`src/rtl/register_file_r_pkg.sv`:
```
// Shared defaults and elaboration helpers for the resettable register file.
package register_file_r_pkg;

   localparam int unsigned RF_WIDTH = 4;
   localparam int unsigned RF_DEPTH = 8;
   localparam int unsigned RF_AW    = 3;

   // Smallest r with 2**r >= n; used to size address fields from a depth.
   function automatic int rf_clog2(input int n);
      int r;
      r = 0;
      while ((1 << r) < n) r++;
      return r;
   endfunction

endpackage

```
`src/rtl/register_file_r_if.sv`:
```
// Write/read bus of the register file; the owner of the storage is the slave.
interface register_file_r_if
   import register_file_r_pkg::*;
#(
   parameter int WIDTH = RF_WIDTH,
   parameter int DEPTH = RF_DEPTH,
   parameter int AW    = rf_clog2(DEPTH)
);

   logic             clr;
   logic             we;
   logic [AW-1:0]    wr_addr;
   logic [WIDTH-1:0] wr_data;
   logic [AW-1:0]    rd_addr0;
   logic [WIDTH-1:0] rd_data0;
   logic             rd_vld0;
   logic [AW-1:0]    rd_addr1;
   logic [WIDTH-1:0] rd_data1;
   logic             rd_vld1;
   logic [DEPTH-1:0] vld_vec;

   modport master (
      output clr, we, wr_addr, wr_data, rd_addr0, rd_addr1,
      input  rd_data0, rd_vld0, rd_data1, rd_vld1, vld_vec
   );

   modport slave (
      input  clr, we, wr_addr, wr_data, rd_addr0, rd_addr1,
      output rd_data0, rd_vld0, rd_data1, rd_vld1, vld_vec
   );

endinterface

```
`src/rtl/register_file_r_en.sv`:
```
// Single register with load enable and synchronous clear; clear wins over load.
module register_en_r #(
   parameter int WIDTH = 4
) (
   input  logic             clk,
   input  logic             reset_n,
   input  logic             clr,
   input  logic             en,
   input  logic [WIDTH-1:0] d,
   output logic [WIDTH-1:0] q
);

   // Async reset, then sync clear, then enabled load.
   always_ff @(posedge clk or negedge reset_n) begin
      if (!reset_n) begin
         q <= '0;
      end else if (clr) begin
         q <= '0;
      end else if (en) begin
         q <= d;
      end
   end

endmodule

```
`src/rtl/register_file_r.sv`:
```
// DEPTH x WIDTH register file with per-entry valid bits, one write port,
// two combinational read ports and optional write-to-read forwarding.
module register_file_r
   import register_file_r_pkg::*;
#(
   parameter int WIDTH  = RF_WIDTH,
   parameter int DEPTH  = RF_DEPTH,
   parameter int AW     = rf_clog2(DEPTH),
   parameter bit BYPASS = 1'b0
) (
   input  logic               clk,
   input  logic               reset_n,
   register_file_r_if.slave   bus
);

   logic [DEPTH-1:0] wr_en;
   logic [DEPTH-1:0] vld;
   logic [WIDTH-1:0] ent [DEPTH];
   logic             wr_in_rng;
   logic             rd0_in_rng;
   logic             rd1_in_rng;
   logic [WIDTH-1:0] st_d0;
   logic [WIDTH-1:0] st_d1;
   logic             st_v0;
   logic             st_v1;

   // Non-power-of-two depths leave holes in the address space; those are inert.
   assign wr_in_rng  = 32'(bus.wr_addr)  < 32'(DEPTH);
   assign rd0_in_rng = 32'(bus.rd_addr0) < 32'(DEPTH);
   assign rd1_in_rng = 32'(bus.rd_addr1) < 32'(DEPTH);

   // One-hot write decode; clr is handled inside each register so it dominates.
   always_comb begin
      wr_en = '0;
      if (bus.we && wr_in_rng) begin
         wr_en[bus.wr_addr] = 1'b1;
      end
   end

   for (genvar i = 0; i < DEPTH; i++) begin : g_ent
      register_en_r #(.WIDTH(WIDTH)) u_data (
         .clk     (clk),
         .reset_n (reset_n),
         .clr     (bus.clr),
         .en      (wr_en[i]),
         .d       (bus.wr_data),
         .q       (ent[i])
      );

      register_en_r #(.WIDTH(1)) u_vld (
         .clk     (clk),
         .reset_n (reset_n),
         .clr     (bus.clr),
         .en      (wr_en[i]),
         .d       (1'b1),
         .q       (vld[i])
      );
   end

   // Stored-value read muxes; out-of-range addresses read as empty.
   always_comb begin
      st_d0 = '0;
      st_v0 = 1'b0;
      st_d1 = '0;
      st_v1 = 1'b0;
      if (rd0_in_rng) begin
         st_d0 = ent[bus.rd_addr0];
         st_v0 = vld[bus.rd_addr0];
      end
      if (rd1_in_rng) begin
         st_d1 = ent[bus.rd_addr1];
         st_v1 = vld[bus.rd_addr1];
      end
   end

   if (BYPASS) begin : g_byp
      logic fwd0;
      logic fwd1;

      // A write that is about to land is shown early; a clear suppresses it.
      assign fwd0 = bus.we && !bus.clr && wr_in_rng && (bus.wr_addr == bus.rd_addr0);
      assign fwd1 = bus.we && !bus.clr && wr_in_rng && (bus.wr_addr == bus.rd_addr1);

      assign bus.rd_data0 = fwd0 ? bus.wr_data : st_d0;
      assign bus.rd_vld0  = fwd0 | st_v0;
      assign bus.rd_data1 = fwd1 ? bus.wr_data : st_d1;
      assign bus.rd_vld1  = fwd1 | st_v1;
   end else begin : g_nobyp
      assign bus.rd_data0 = st_d0;
      assign bus.rd_vld0  = st_v0;
      assign bus.rd_data1 = st_d1;
      assign bus.rd_vld1  = st_v1;
   end

   assign bus.vld_vec = vld;

endmodule

```
`src/flat_wrapper.sv`:
```
// flat-port wrapper written by rule: the top's interface ports become plain ports
module register_file_r_flat import register_file_r_pkg::*;
#(
   parameter int WIDTH  = RF_WIDTH,
   parameter int DEPTH  = RF_DEPTH,
   parameter int AW     = rf_clog2(DEPTH),
   parameter bit BYPASS = 1'b0
)
  (clk, reset_n, bus_clr, bus_we, bus_wr_addr, bus_wr_data, bus_rd_addr0, bus_rd_addr1, bus_rd_data0, bus_rd_vld0, bus_rd_data1, bus_rd_vld1, bus_vld_vec);
  register_file_r_if #(.WIDTH(WIDTH), .DEPTH(DEPTH), .AW(AW)) bus_i ();
  input  logic clk;
  input  logic reset_n;
  input wire logic [$bits(bus_i.clr)-1:0] bus_clr;
  input wire logic [$bits(bus_i.we)-1:0] bus_we;
  input wire logic [$bits(bus_i.wr_addr)-1:0] bus_wr_addr;
  input wire logic [$bits(bus_i.wr_data)-1:0] bus_wr_data;
  input wire logic [$bits(bus_i.rd_addr0)-1:0] bus_rd_addr0;
  input wire logic [$bits(bus_i.rd_addr1)-1:0] bus_rd_addr1;
  output wire logic [$bits(bus_i.rd_data0)-1:0] bus_rd_data0;
  output wire logic [$bits(bus_i.rd_vld0)-1:0] bus_rd_vld0;
  output wire logic [$bits(bus_i.rd_data1)-1:0] bus_rd_data1;
  output wire logic [$bits(bus_i.rd_vld1)-1:0] bus_rd_vld1;
  output wire logic [$bits(bus_i.vld_vec)-1:0] bus_vld_vec;
  assign bus_i.clr = bus_clr;
  assign bus_i.we = bus_we;
  assign bus_i.wr_addr = bus_wr_addr;
  assign bus_i.wr_data = bus_wr_data;
  assign bus_i.rd_addr0 = bus_rd_addr0;
  assign bus_i.rd_addr1 = bus_rd_addr1;
  assign bus_rd_data0 = bus_i.rd_data0;
  assign bus_rd_vld0 = bus_i.rd_vld0;
  assign bus_rd_data1 = bus_i.rd_data1;
  assign bus_rd_vld1 = bus_i.rd_vld1;
  assign bus_vld_vec = bus_i.vld_vec;
  register_file_r #(.WIDTH(WIDTH), .DEPTH(DEPTH), .AW(AW), .BYPASS(BYPASS)) u_core (.clk(clk), .reset_n(reset_n), .bus(bus_i));
endmodule
```
`config.mk`:
```
export PLATFORM = sky130hd
export DESIGN_NAME = register_file_r_flat
export DESIGN_NICKNAME = d
export VERILOG_FILES = /design/src/rtl/register_file_r_pkg.sv /design/src/rtl/register_file_r_if.sv /design/src/rtl/register_file_r_en.sv /design/src/rtl/register_file_r.sv /design/src/flat_wrapper.sv
export SDC_FILE = /design/constraint.sdc
export NUM_CORES = 1
export LEC_CHECK = 0
export ABC_CLOCK_PERIOD_IN_PS = 3300
export BUFFER_PORTS_ARGS = -buffer_cell sky130_fd_sc_hd__buf_2
export CAP_MARGIN = 5
export CORE_UTILIZATION = 30
export DETAILED_ROUTE_END_ITERATION = 16
export GPL_ROUTABILITY_DRIVEN = 0
export PLACE_DENSITY = 0.46
export SLEW_MARGIN = 15
export SYNTH_ARGS = -nofsm -noshare
export SYNTH_HDL_FRONTEND = slang
export SYNTH_HIERARCHICAL = 1
export SYNTH_SLANG_ARGS = --single-unit
export TNS_END_PERCENT = 20
```
`constraint.sdc`:
```
create_clock -name clk -period 3.3 [get_ports clk]
set_clock_uncertainty 0.05 [all_clocks]
set_input_delay 0.495 -clock clk [delete_from_list [all_inputs] [get_ports clk]]
set_output_delay 0.495 -clock clk [all_outputs]
set_load 0.02 [all_outputs]
```
==> summary.md, run 1 <==
| Metric | Value |
|---|---|
| Status | finished, final reports clean |
| Cell Rows | 31 |
| HPWL after DPL | about 4000 um |
| Largest fanout on the critical path | 10 |
| CTS resizes | 0 |
| Die Wd | roughly 90 um |
| Min Tclk post-route | about 2400 ps |
| Wirelength, routed | approximately 5600 um |
| Vias | approximately 1500 |
| CTS buffer count | 5 |
| # setup viols final | 0 |
| Vias in the first global route | around 1500 |
| CTS max path bufs | 2 |
| Syn Inst Count | roughly 180 |
| Setup crit start kind | input port |
| Via density | ~4.9 |
| Die footprint | between 0.008 and 0.009 sq mm |
| Worst vdd ir | between 0.00015 and 0.0002 V |
| CTS tree | built |
| Dpl cell area | 0.00259 sq mm |
| Largest net degree at the start of global routing | between 40 and 50 |
| Detail Route Antenna Nets | 0 |
| Inserted Diodes | 0 |
| Finished Layout Cells | between 300 and 400 |
| CTS root buffer | clkbuf_8 |
| Antenna violations before repair | 0 |
| Synth Warn # | 6 |
| CP required | about 2800 ps |
| DP Cell Count | ~310 |
| Number of setup buffers added after CTS | 0 |
| Final Hold Viols | 0 |
| CP endpoint kind | primary output |
| First-pass DRT Iterations | 4 |
| Io pins | 35 |
| Critical Path AT | about 1800 ps |
| Yosys cell types | 12 |
| Chip Height | approximately 90 um |
| Most common cell after layout, fill and taps aside | nor2_1 |
| Clk_lat worst skew | around 290 ps |
| Initial Utilization | a little under a third |
| Layout cells sized above 1 | around a quarter |
| I/O Buffers | 34 |
| CP Class | in2out |
| Area Overhead vs Synth | 14.8% |
| CTS sink count | 40 |
| Worst-path clk slew | 70 ps |
| Setup slack after layout | 919 ps |
| Max Slew Vio Count | 0 |
| H-tree depth | 2 |
| Most frequent cells in the layout | nor2_1 (46), mux2i_1 (40), dfrtp_1 (40) |
| Final Cell Area | 0.00267 sq mm |
| Final TNS setup | 0 ps |
| Grt total ovfl | 0 |
| WL/cell | about 18 um |
| Floorplan core area | 0.00737 sq mm |
| Power per cell area | 349 mW/mm^2 |
| Synth Register Bits | 40 |
| Cts hold-fix bufs | 0 |
| Pleak | 1.28 nW |
| Pre-CTS worst setup slack | about 920 ps |
| Relative slew slack | about 39% |
| Worst hold path class | in2async |
| DRT iter0 DRCs | 100 |
| Global-route wire length before repair | roughly 9000 um |
| Avg Cell Area, Syn | approximately 13 sq um |
| Post-Syn Area | 0.00232 sq mm |
| Sequential share of the synthesized area | between 40 and 50% |
| RSZ-0062 raised after global routing | false |
| Fmax | 0.420 GHz |
| Worst slew pin tran | 918 ps |
| DRC | 0 |
| Total track usage | between 10 and 15% |
| Final nets | ~230 |
| Max-cap viol count | 0 |
| Part of the cycle the worst path needs | 72.2% |
kinds of logic after synthesis:
logic type / share of synthesized area, %
AND/OR/NAND/NOR: 9.00
multiplexers: 44.7
buffers and inverters: 3.02
flip-flops: 43.1
other: 0.161
layer usage:
layer,up-vias,track usage [%],share of wire [%]
met5,-,0,0
met1,753,21.7,50
met4,0,2.42,0.34
li1,724,-,-
met3,2,4.15,4.1
met2,42,21.6,46
stage by stage:
stage	power, mW	utilization, %	hold slack [ps]
2_1_floorplan	0.583	-	149
3_3_place_gp	0.636	35.1	458
3_5_place_dp	0.637	35.1	468
4_1_cts	0.947	36.2	329
5_1_grt	0.988	36.2	361
6_report	0.930	36.2	284
report_power, final:
part	switching (mW)	total [mW]	leakage (nW)	internal (mW)
Sequential	0.00798	0.508	0.554	0.500
Clock	0.161	0.305	0.0410	0.144
Combinational	0.0703	0.117	0.688	0.0466
Total	0.240	0.930	1.28	0.690
synthesized netlist by cell type:
cell / number / area [sq um]
buf_6: 2 / 22.5
clkbuf_1: 2 / 7.51
clkbuf_2: 8 / 40.0
conb_1: 1 / 3.75
dfrtp_1: 40 / 1000
mux2_2: 10 / 113
mux2i_1: 40 / 400
mux4_1: 20 / 526
nand2_1: 2 / 7.51
nand2b_1: 3 / 18.8
nor2_1: 46 / 173
nor3_1: 2 / 10.0
state kept, by name (all words and copies together) (netlist names):
name and cells:
u_core/g_ent.u_data/q 32, u_core/g_ent.u_vld/q 8
cell type report:
class / count / area [sq um]
Fill cell: 745 / 4700
Multi-Input combinational cell: 131 / 1280
Sequential cell: 40 / 1000
Timing Repair Buffer: 36 / 185
Tap cell: 99 / 124
Clock buffer: 6 / 72.6
Clock inverter: 1 / 5.00
worst max-delay path, stage by stage:
cell and delay (ps):
buf_2 290, mux4_1 600, mux2_2 290, buf_2 160
worst paths after layout:
path                                                   from                          end  slack, ps  cells after the start
worst max-delay path                        bus_rd_addr1[0]              bus_rd_data1[2]        920                      4
worst min-delay path                                reset_n      u_core/g_ent[6].u_vld/q        280                      1
worst max register to register  u_core/g_ent[2].u_data/q[1]  u_core/g_ent[2].u_data/q[1]       2480                      2
worst min register to register  u_core/g_ent[3].u_data/q[2]  u_core/g_ent[3].u_data/q[2]        480                      2
max in group asynchronous                           reset_n  u_core/g_ent[1].u_data/q[2]       2330                      1
min in group clk                u_core/g_ent[3].u_data/q[2]  u_core/g_ent[3].u_data/q[2]        480                      2
No activity file was read; power rests on OpenSTA's default activity.
==> run 2, diff against run 1 <==
--- a/config.mk
+++ b/config.mk
@@ -5,7 +5,7 @@
 export SDC_FILE = /design/constraint.sdc
 export NUM_CORES = 1
 export LEC_CHECK = 0
-export ABC_CLOCK_PERIOD_IN_PS = 3300
+export ABC_CLOCK_PERIOD_IN_PS = 2350
 export BUFFER_PORTS_ARGS = -buffer_cell sky130_fd_sc_hd__buf_2
 export CAP_MARGIN = 5
 export CORE_UTILIZATION = 30
==> constraint.sdc (replaced) <==
create_clock -name clk -period 2.35 [get_ports clk]
set_clock_uncertainty 0.05 [all_clocks]
set_input_delay 0.3525 -clock clk [delete_from_list [all_inputs] [get_ports clk]]
set_output_delay 0.3525 -clock clk [all_outputs]
set_load 0.02 [all_outputs]
==> run 2 against run 1 <==
Via count rose by 4.5%. Final area is 4.5% higher. Total power increased by 63%. Utilization is 1.6 points higher. Sequential power grew 40%. Clock power is 110% higher. Count of clock-buffer cells in the layout rose by 1. First-iteration DRC count is 10% lower. Worst hold slack gained 99 ps. Combinational power up 48%. Critical path type unchanged. Global-route usage grew 0.52 points.
==> summary.md, run 2 (synthesized netlist as in run 1, its figures left out) <==
| Metric | Value |
|---|---|
| Die Wd | 90.0 um (unchanged) |
| Area Overhead vs Synth | 19.9% |
| CP required | 1950 ps (-800 ps) |
| Wirelength, routed | 5780 um (+4.1%) |
| I/O Buffers | 34 (unchanged) |
| Final nets | 240 (+3.9%) |
| CTS buffer count | 5 (unchanged) |
| Setup crit start kind | input port |
| Worst-path clk slew | 80 ps (about the same) |
| Worst vdd ir | 0.000249 V (+30%) |
| Final hold slack | 383 ps (+99.4 ps) |
| Inserted Diodes | 0 (unchanged) |
| Part of the cycle the worst path needs | between 80 and 90% |
| Floorplan core area | 0.00737 sq mm (unchanged) |
| Crit path max-delay family | multiplexers |
| Final Cell Area | 0.00278 sq mm (+4.5%) |
| DRC | 0 (unchanged) |
| Max reg flops | 32 (unchanged) |
| Hold path startpoint | bus_wr_data[1] |
| Detail Route Antenna Nets | 0 (unchanged) |
| Top flop regs | u_core/g_ent.u_data/q (32), u_core/g_ent.u_vld/q (8) |
| Total Power | 1.51 mW (+63%) |
| Reg with most FFs | u_core/g_ent.u_data/q |
| CTS tree | built |
| Critical Path AT | 1690 ps (-150 ps) |
| # setup viols final | 0 (unchanged) |
| CTS max path bufs | 2 (unchanged) |
| Total track usage | 15.2% (+0.52 points) |
| Layout cells sized above 1 | 27.7% (+3.4 points) |
| CTS sink count | 40 (unchanged) |
| Worst hold path cell count | 3 |
| CP Class | in2out |
| Clk_lat worst skew | 290 ps (about the same) |
| Vias in the first global route | 1661 (+8.1%) |
| WL/cell | 17.9 um (+0.86%) |
| Io pins | 35 (unchanged) |
| Worst reg-to-reg path cell count | 2 (unchanged) |
| Worst reg2reg path startpoint | u_core/g_ent[0].u_vld/q |
| CP max stage cell | mux4_1 |
| Worst Path Buf+Inv | 2 (unchanged) |
| Hold EP | u_core/g_ent[6].u_data/q[1] |
| Dpl cell area | 0.00265 sq mm (+2.3%) |
| Die footprint | 0.00810 sq mm (unchanged) |
| Max Slew Vio Count | 0 (unchanged) |
| Largest net degree at the start of global routing | 41 (unchanged) |
| Final core occ | 37.8% (+1.6 points) |
| Status | finished, final reports clean |
| CTS root buffer | clkbuf_8 |
| Chip Height | 90.0 um (unchanged) |
| DRT iter0 DRCs | 90 (-10%) |
| Max-cap viol count | 0 (unchanged) |
| CP cell instances | buf_2 > mux4_1 > mux2_2 > buf_2 |
| Via density | 4.92 (+1.2%) |
| Vias | 1589 (+4.5%) |
| Most frequent cells in the layout | nor2_1 (46), mux2i_1 (40), dfrtp_1 (40) |
| Worst slew pin tran | 732 ps (-186 ps) |
| Cell Rows | 31 (unchanged) |
| First-pass DRT Iterations | 4 (unchanged) |
| Final Hold Viols | 0 (unchanged) |
| H-tree depth | 2 (unchanged) |
| Fmax | 0.478 GHz |
| Antenna violations before repair | 0 (unchanged) |
| Largest fanout on the critical path | 10 (unchanged) |
| CP endpoint kind | primary output |
| Most common cell after layout, fill and taps aside | nor2_1 |
| Crit-path most repeated cell | buf_2 |
| Grt total ovfl | 0 (unchanged) |
| Initial Utilization | 31.5% (unchanged) |
| R2r endpoint | u_core/g_ent[0].u_vld/q |
| Relative slew slack | 51.2% (+12 points) |
| Pleak | 1.35 nW (+5.4%) |
| Reg2reg setup slack | 1540 ps (-940 ps) |
| Global-route wire length before repair | 9340 um (+3.9%) |
| Worst hold path class | in2reg |
| Power per cell area | 543 mW/mm^2 (+56%) |
| Min Tclk post-route | 2090 ps |
| HPWL after DPL | 4160 um (+4.2%) |
| Final TNS setup | 0 ps (unchanged) |
| CP peak stage delay | 600 ps (about the same) |
| RSZ-0062 raised after global routing | false |
==> run 2: cell count changes in the layout (fill, tap and decap cells not counted), sizes merged <==
cell,change
clkbuf,+1
clkinv,-1
dlygate4sd3,+1
buf,+8
bufinv,+1
==> run 2: repair_timing <==
item | CTS | global route
endpoints found under the hold margin | 17 | 0
hold buffers | 1 | 0
gates resized for setup | 0 | 0
buffers inserted | 0 | 0
==> run 2: power by group <==
| part | internal (mW) | leakage (nW) | switching [mW] | total [mW] |
|---|---|---|---|---|
| logic | 0.0717 | 0.734 | 0.101 | 0.173 |
| registers | 0.702 | 0.554 | 0.0115 | 0.713 |
| clock network | 0.375 | 0.0645 | 0.250 | 0.626 |
| total | 1.15 | 1.35 | 0.363 | 1.51 |
==> run 2: area by class of cell <==
| type | count | area [sq um] |
|---|---|---|
| Timing Repair Buffer | 45 | 255 |
| Tap cell | 99 | 124 |
| Clock inverter | 1 | 30.0 |
| Fill cell | 738 | 4590 |
| Sequential cell | 40 | 1000 |
| Multi-Input combinational cell | 131 | 1280 |
| Clock buffer | 7 | 96.3 |
==> run 2: tightest hold or removal path, delay by kind of cell <==
kind,cells,cell delay [ps]
buf+inv,1,160
simple gates,1,80
mux,1,90
==> run 2: routing by layer <==
metal | global-route usage, % | vias up | part of all wire, %
met3 | 3.21 | 5 | 4.7
met1 | 21.5 | 801 | 49
met4 | 3.76 | 0 | 0.59
li1 | - | 740 | -
met2 | 23.8 | 43 | 46
met5 | 0 | - | 0
==> run 2: per-stage QoR <==
| stage | cells | setup slack [ps] |
|---|---|---|
| after floorplan | 183 | 614 |
| after CTS | 323 | 252 |
| final | 323 | 259 |
| after global routing | 323 | 200 |
| after detailed placement | 314 | 257 |
| after global placement | 314 | 261 |
==> run 2: worst max path at each step <==
stage / end / start / depth (start not counted) / slack [ps]
CTS: bus_rd_vld1 / bus_rd_addr1[0] / 4 / 250
finish: bus_rd_data1[0] / bus_rd_addr1[0] / 4 / 260
global route: bus_rd_data1[0] / bus_rd_addr1[0] / 4 / 200
floorplan: bus_rd_vld0 / bus_rd_addr0[0] / 3 / 610
global placement: bus_rd_data0[1] / bus_rd_addr0[0] / 4 / 260
detailed placement: bus_rd_vld1 / bus_rd_addr1[0] / 4 / 260
==> run 3, diff against run 2 <==
==> constraint.sdc (replaced) <==
create_clock -name clk -period 2.35 [get_ports clk]
set_clock_uncertainty 0.05 [all_clocks]
set_input_delay 0.47 -clock clk [delete_from_list [all_inputs] [get_ports clk]]
set_output_delay 0.47 -clock clk [all_outputs]
set_load 0.02 [all_outputs]
==> run 3 against run 2 <==
Global-route usage decreased by 0.93 points. Worst hold slack got worse by 200 ps. Register-to-register slack barely moved.
==> summary.md, run 3 (synthesized netlist as in run 1, its figures left out) <==
| Metric | Value |
|---|---|
| Status | finished, final reports clean |
| Floorplan core area | 0.00737 sq mm (unchanged) |
| Worst reg2reg path startpoint | u_core/g_ent[0].u_vld/q |
| Met2 Use GR | 21.9% (-1.9 points) |
| CTS root buffer | clkbuf_8 |
| Final TNS setup | 0 ps (unchanged) |
| Initial Utilization | 31.5% (unchanged) |
| Chip Height | 90.0 um (unchanged) |
| Detail Route Antenna Nets | 0 (unchanged) |
| Layout cells sized above 1 | 27.7% (unchanged) |
| Final Hold Viols | 0 (unchanged) |
| GR Util met3 | 3.13% (-0.085 points) |
| Fmax | 0.445 GHz (-6.9%) |
| CP Class | in2out |
| Top flop regs | u_core/g_ent.u_data/q (32), u_core/g_ent.u_vld/q (8) |
| HPWL after DPL | 4050 um (-2.5%) |
| Die footprint | 0.00810 sq mm (unchanged) |
| Worst-path clk slew | 70 ps (about the same) |
| DRT iter0 DRCs | 68 (-24%) |
| H-tree depth | 2 (unchanged) |
| Worst hold path class | in2async |
| Vias | 1524 (-4.1%) |
| I/O Buffers | 34 (unchanged) |
| Part of the cycle the worst path needs | 95.6% (+6.6 points) |
| Worst vdd ir | 0.000234 V (-6.2%) |
| Pre-CTS worst setup slack | 107 ps (-150 ps) |
| GRT busiest layer | met2 |
| Reg2reg setup slack | 1540 ps (about the same) |
| Most frequent cells in the layout | nor2_1 (46), mux2i_1 (40), dfrtp_1 (40) |
| Max Slew Vio Count | 0 (unchanged) |
| Final nets | 241 (+0.42%) |
| DP Cell Count | 316 (+0.64%) |
| CTS sink count | 40 (unchanged) |
| Cell Rows | 31 (unchanged) |
| CTS resizes | 0 (unchanged) |
| CTS max path bufs | 2 (unchanged) |
| CTS buffer count | 5 (unchanged) |
| Largest fanout on the critical path | 10 (unchanged) |
| Area Overhead vs Synth | 19.1% |
| Number of setup buffers added after CTS | 0 (unchanged) |
| Power per cell area | 475 mW/mm^2 (-13%) |
| Worst slew pin tran | 758 ps (+26.7 ps) |
| Setup slack after layout | 103 ps (-156 ps) |
| Max reg flops | 32 (unchanged) |
| Io pins | 35 (unchanged) |
| # setup viols final | 0 (unchanged) |
| Die Wd | 90.0 um (unchanged) |
| Largest net degree at the start of global routing | 41 (unchanged) |
| Global-route wire length before repair | 8760 um (-6.2%) |
| Wirelength, routed | 5550 um (-4.1%) |
| Total Power | 1.31 mW (-13%) |
| Min Tclk post-route | 2250 ps (+156 ps) |
| RSZ-0062 raised after global routing | false |
| Antenna violations before repair | 0 (unchanged) |
| Clk_lat worst skew | 280 ps (about the same) |
| Pleak | 1.34 nW (-0.61%) |
| Filler Cell Count | 760 (+3.0%) |
| Relative slew slack | 49.4% (-1.8 points) |
| Inserted Diodes | 0 (unchanged) |
| DRC | 0 (unchanged) |
| Crit path from | bus_rd_addr0[0] |
| WL/cell | 17.2 um (-4.1%) |
| Total track usage | 14.3% (-0.93 points) |
| First-pass DRT Iterations | 4 (unchanged) |
| CP endpoint kind | primary output |
| Vias in the first global route | 1573 (-5.3%) |
| Critical Path AT | 1730 ps (+40 ps) |
| Via density | 4.72 (-4.1%) |
| Global Route met1 Usage | 20.8% (-0.69 points) |
| Max-cap viol count | 0 (unchanged) |
| Finished Layout Cells | 323 (unchanged) |
| Reg with most FFs | u_core/g_ent.u_data/q |
| Cts hold-fix bufs | 0 (-1) |
| CTS tree | built |
| Grt total ovfl | 0 (unchanged) |
| CP required | 1830 ps (-120 ps) |
| Most common cell after layout, fill and taps aside | nor2_1 |
| Setup crit start kind | input port |
-- run 3: changes by cell type in the layout (fill, tap and decap cells not counted), sizes merged --
cell         previous run  this run
dlygate4sd3             1         0
buf                    44        46
clkbuf                  7         6
clkinv                  0         1
bufinv                  1         0
-- run 3: layer usage --
layer,share of wire (%),vias up
li1,-,744
met1,51,740
met2,45,38
met3,3.7,2
met4,0.34,0
met5,0,-
-- run 3: final cells by class --
class	instances	area, sq um	area share [%]
multi-input combinational	131	1280	46.2
tap	99	124	4.48
sequential	40	1000	36.2
clock inverter	1	5.00	0.181
timing repair buffer	46	285	10.3
clock buffer	6	72.6	2.62
-- run 3: final timing paths --
kind,cells past startpoint,end
hold / removal,2,u_core/g_ent[6].u_vld/q
setup reg to reg,2,u_core/g_ent[0].u_vld/q
hold reg to reg,2,u_core/g_ent[3].u_data/q[0]
setup / recovery,5,bus_rd_data0[0]
min in group clk,2,u_core/g_ent[3].u_data/q[0]
max in group asynchronous,2,u_core/g_ent[7].u_data/q[1]
-- run 3: power breakdown --
group / switching (mW) / internal, mW
combinational: 0.101 / 0.0768
clock: 0.221 / 0.202
sequential: 0.0111 / 0.702
total: 0.333 / 0.981
-- run 3: worst max-delay path, cell delays in order --
cell    delay (ps)
buf_2          100
buf_12         140
mux4_1         550
mux2_2         300
buf_2          160
-- run 3: metrics by stage --
step	util, %	hold WS [ps]	cell area (sq um)
after floorplan	-	124	2350
after global placement	36.5	463	2690
after detailed placement	36.5	469	2690
after CTS	37.5	205	2770
after global routing	37.5	231	2770
final	37.5	184	2770
